File: config.mk
export PLATFORM = sky130hd
export DESIGN_NAME = systolic_output_collector
export DESIGN_NICKNAME = d
export VERILOG_FILES = /design/src/rtl/systolic_output_collector_pkg.sv /design/src/rtl/systolic_output_collector_fifo.sv /design/src/rtl/systolic_output_collector.sv
export SDC_FILE = /design/constraint.sdc
export NUM_CORES = 1
export LEC_CHECK = 0
export BUFFER_PORTS_ARGS = -buffer_cell sky130_fd_sc_hd__buf_2
export CAP_MARGIN = 10
export CORE_ASPECT_RATIO = 0.7
export CORE_MARGIN = 1
export CORE_UTILIZATION = 53
export DETAILED_ROUTE_END_ITERATION = 12
export GPL_TIMING_DRIVEN = 0
export PLACE_DENSITY = 0.91
export SYNTH_ARGS = -nofsm -noshare
export SYNTH_HDL_FRONTEND = slang
export SYNTH_SLANG_ARGS = --single-unit
File: constraint.sdc
create_clock -name clk30x -period 3.59 [get_ports clk30x]
set_clock_uncertainty 0.05 [all_clocks]
set_input_delay 0.5385 -clock clk30x [delete_from_list [all_inputs] [get_ports clk30x]]
set_output_delay 0.5385 -clock clk30x [all_outputs]
set_load 0.05 [all_outputs]
File: src/rtl/systolic_output_collector_pkg.sv
// systolic_output_collector_pkg: shared PE-array constants and the completing-PE selector
package systolic_output_collector_pkg;
  localparam int NUM_PE = 8;
  localparam int WARMUP_STROBES = 7;
  function automatic logic [2:0] completing_pe(input logic [2:0] w);
    return w + 3'd1;
  endfunction
endpackage

File: src/rtl/systolic_output_collector_fifo.sv
// collector_fifo: synchronous FIFO with registered storage, accepts push on a full+pop edge
module collector_fifo #(
  parameter int WIDTH = 16,
  parameter int DEPTH = 4
) (
  input  logic             clk,
  input  logic             rst,
  input  logic             push,
  input  logic             pop,
  input  logic [WIDTH-1:0] din,
  output logic [WIDTH-1:0] dout,
  output logic             full,
  output logic             empty
);
  localparam int AW = $clog2(DEPTH);
  logic [WIDTH-1:0] mem [DEPTH];
  logic [AW-1:0] wr_ptr, rd_ptr;
  logic [AW:0] used;
  logic do_push, do_pop;
  assign empty = used == '0;
  assign full = used == (AW+1)'(DEPTH);
  assign do_pop = pop && !empty;
  assign do_push = push && (!full || do_pop);
  assign dout = mem[rd_ptr];
  always_ff @(posedge clk) begin
    if (rst) begin
      wr_ptr <= '0;
      rd_ptr <= '0;
      used <= '0;
      for (int i = 0; i < DEPTH; i++) mem[i] <= '0;
    end else begin
      if (do_push) begin
        mem[wr_ptr] <= din;
        wr_ptr <= wr_ptr + 1'b1;
      end
      if (do_pop) rd_ptr <= rd_ptr + 1'b1;
      used <= used + (AW+1)'(do_push) - (AW+1)'(do_pop);
    end
  end
endmodule

File: src/rtl/systolic_output_collector.sv
// systolic_output_collector: mirrors the PE sample schedule and streams completed words out
module systolic_output_collector
  import systolic_output_collector_pkg::*;
#(
  parameter int WORDLENGTH = 16,
  parameter int FIFO_DEPTH = 4
) (
  input  logic                       clk30x,
  input  logic                       reset,
  input  logic [8*WORDLENGTH-1:0]    pe_words,
  input  logic [31:0]                timing,
  output logic [WORDLENGTH-1:0]      out_word,
  output logic                       out_valid,
  input  logic                       out_ready,
  output logic                       overflow,
  output logic [15:0]                sample_count
);
  logic [31:0] count;
  logic [2:0] word_index, warm;
  logic strobe, push, pop, accept, full, empty;
  logic [WORDLENGTH-1:0] sel;
  assign strobe = !reset && (count == timing);
  assign push = strobe && (warm == 3'(WARMUP_STROBES));
  assign sel = pe_words[int'(completing_pe(word_index))*WORDLENGTH +: WORDLENGTH];
  assign out_valid = !empty;
  assign pop = out_valid && out_ready;
  assign accept = push && (!full || pop);
  always_ff @(posedge clk30x) begin
    if (reset) begin
      count <= '1;
      word_index <= '0;
      warm <= '0;
      overflow <= 1'b0;
      sample_count <= '0;
    end else begin
      count <= strobe ? '0 : count + 32'd1;
      if (strobe) word_index <= word_index + 3'd1;
      if (strobe && warm != 3'(WARMUP_STROBES)) warm <= warm + 3'd1;
      if (accept) sample_count <= sample_count + 16'd1;
      if (push && !accept) overflow <= 1'b1;
    end
  end
  collector_fifo #(.WIDTH(WORDLENGTH), .DEPTH(FIFO_DEPTH)) u_fifo (
    .clk(clk30x),
    .rst(reset),
    .push(push),
    .pop(pop),
    .din(sel),
    .dout(out_word),
    .full(full),
    .empty(empty)
  );
endmodule

==> flow_metrics.env <==
export IMPL_syn_nets=799
export IMPL_clock_sinks=128
export IMPL_yosysTopAreaCell="edfxtp_1"
export IMPL_syn_inst=628
export IMPL_slew_violations=0
export IMPL_fmaxAchievable_mhz=290.7
export IMPL_grt_max_degree=17
export IMPL_power_density_nw_per_um2=620.1
export IMPL_drt_pass1_iter_count=5
export IMPL_hp_class="reg2reg"
export IMPL_area_delta_synth_final_pct=25.60
export IMPL_gp_congestion=0.9190
export IMPL_antenna_found_initial=1
export IMPL_grt_use_total_pct=33.29
export IMPL_path_class="reg2reg"
export IMPL_synth_edf_count=64
export IMPL_dp_hpwl_um=16140
export IMPL_worstPathMaxFanout=10
export IMPL_ys_seq_area_share_pct=43.63
export IMPL_nNetsFinal=1014
export IMPL_synth_common_cells="dfxtp_1, edfxtp_1, xor2_1"
export IMPL_peakVddDrop_v=0.0005330
export IMPL_crit_arrival_ns=3.67
export IMPL_ys_flop_type="edfxtp_1"
export IMPL_clock_path_buffers=2
export IMPL_coreArea_um2=13310
export IMPL_maxSlewHeadroom_pct=23.69
export IMPL_clk_latency_ns=0.42
export IMPL_endpoint_kind="register"
export IMPL_drc=0
export IMPL_fillers=927
export IMPL_ctsHoldBuffers=0
export IMPL_crit_path_start_kind="register"
export IMPL_place_area_um2=8562
export IMPL_overflow=0
export IMPL_hold_viol_final=0
export IMPL_worst_pin_slew_ns=1.129
export IMPL_finalCriticalPeriod_ns=3.440
export IMPL_ioPinCount=197
export IMPL_rows=35
export IMPL_yosys_cell_types_count=49
export IMPL_cts_root_buf="clkbuf_16"
export IMPL_ys_warn_count=0
export IMPL_synth_area_um2=7342
export IMPL_grt_pass1_vias=6428
export IMPL_die_w_um=142.7
export IMPL_synth_top_area_share_pct=26.18
export IMPL_cts_tree="built"
export IMPL_avgSynthCellArea_um2=11.69
export IMPL_timing_final_ws_setup_ns=0.1504
export IMPL_drive_gt1_share_pct=36.92
export IMPL_grt_pass1_wl_um=35020
export IMPL_p_leak_nw=3.679
export IMPL_setup_viol_count_final=0
export IMPL_reg2reg_depth=11
export IMPL_drt_initial_drc_count=707
export IMPL_dieArea_um2=14340
export IMPL_wl_per_cell_um=21.94
export IMPL_synth_area_leaders="edfxtp_1, dfxtp_1, mux4_2, xor2_1, o21bai_1"
export IMPL_initial_core_util_pct=55.15
export IMPL_port_buffers=196
export IMPL_viasPerCell=6.305
export IMPL_critPathRequiredTime_ns=3.82
export IMPL_chipHeight_um=100.5
export IMPL_status="complete, no violations"
export IMPL_hold_path_cell_count=2
export IMPL_post_place_ws_ns=0.03754
export IMPL_ys_ff_latch=128
export IMPL_ys_async_sr_fraction_pct=0
export IMPL_vias=6564
export IMPL_clk_pin_slew_ns=0.06
export IMPL_min_period_over_period_pct=95.81
export IMPL_cts_inserted_buffers=17
export IMPL_htree_num_levels=4
export IMPL_antennaDiodeCount=0
export IMPL_fin_area_um2=9221
export IMPL_drv_cap=0
export IMPL_drt_wl_total_um=22840
export IMPL_rsz0062_at_grt="no"
export IMPL_ant_nets=0
area by class of cell:
class                           instances  area (µm²)  share of cell area, %
Multi-Input combinational cell        441        3874                  42.01
Sequential cell                       128        3203                  34.74
Timing Repair Buffer                  196       980.9                  10.64
Clock buffer                           24       521.8                  5.658
Buffer                                 49       250.2                  2.714
Tap cell                              185       231.5                  2.510
Clock inverter                          8       122.6                  1.330
Inverter                               10       37.54                 0.4071
power breakdown:
group          total (mW)  leakage (nW)  internal (mW)  switching, mW
Sequential           1.97          1.13           1.73          0.239
Combinational        1.89          2.23          0.716           1.17
Clock                1.87         0.318           1.23          0.639
flip-flops by register name (all words and copies together) (netlist names), named ones only:
| name | count |
|---|---|
| count | 32 |
| overflow | 1 |
| sample_count | 16 |
| u_fifo.mem | 64 |
| u_fifo.rd_ptr | 2 |
| u_fifo.used | 3 |
| u_fifo.wr_ptr | 2 |
| warm | 3 |
| word_index | 3 |
stage by stage:
step                power, mW  utilization, %  setup TNS, ns  hold WS [ns]  cells
detailed placement      3.743           64.31              0        0.4161   1009
finish                  5.718           69.27              0        0.4360   1041
CTS                     5.655           69.15              0        0.4300   1041
global placement        3.665           64.26         -14.86        0.4102   1009
global route            5.914           69.27              0        0.4705   1041
floorplan               3.266               -              0        0.4020    628
per-layer routing:
layer	GRT usage (%)	vias to the layer above	wire, µm
li1	-	2795	-
met1	44.34	3137	8792
met2	49.81	526	10300
met3	12.11	104	2881
met4	12.90	2	855
met5	0	-	13
cells by family after synthesis:
| kind of cell | count (synthesis) | synth area share (%) |
|---|---|---|
| buffers and inverters | 59 | 3.920 |
| adder cells (fa/ha/maj) | 8 | 1.466 |
| AO/OA/AOI/OAI | 53 | 5.129 |
| flip-flops | 128 | 43.63 |
| AND/OR/NAND/NOR | 233 | 18.52 |
| multiplexers | 80 | 19.34 |
| XOR/XNOR | 67 | 7.992 |
cells in the final DEF, fill, tap and decap left out, types with 9 or more instances in the layout:
master / n
xor2_1: 51
inv_1: 10
nand3_1: 22
xnor2_1: 16
mux4_2: 48
and4_1: 9
nor2_1: 29
mux2_2: 9
clkbuf_1: 26
nor3_1: 46
mux2i_1: 17
nor2b_1: 38
buf_2: 210
edfxtp_1: 64
nand4_1: 16
clkbuf_16: 19
nand2_1: 17
nor4_1: 18
and2b_1: 9
dfxtp_1: 64
o21bai_1: 31
worst paths after layout:
kind | start | endpoint | slack (ns)
min reg2reg | warm[1] | warm[1] | 0.44
max | count[20] | u_fifo.used[2] | 0.15
min | warm[1] | warm[1] | 0.44
max reg2reg | count[20] | u_fifo.used[2] | 0.15
timing repair:
| item | CTS | global route |
|---|---|---|
| resized for setup | 0 | 2 |
| setup endpoints to repair | 0 | 32 |
| buffers inserted | 0 | 0 |
worst max-delay path: stages, from the launching register on:
cell	delay, ns
dfxtp_1	0.49
xor2_1	0.11
nor4_1	0.60
nand4_1	0.32
buf_4	0.28
nor4_4	0.41
buf_6	0.23
ha_1	0.19
fa_1	0.21
xnor2_1	0.16
xnor2_1	0.17
nor2_1	0.06
Power figures use the tool's default switching activity.
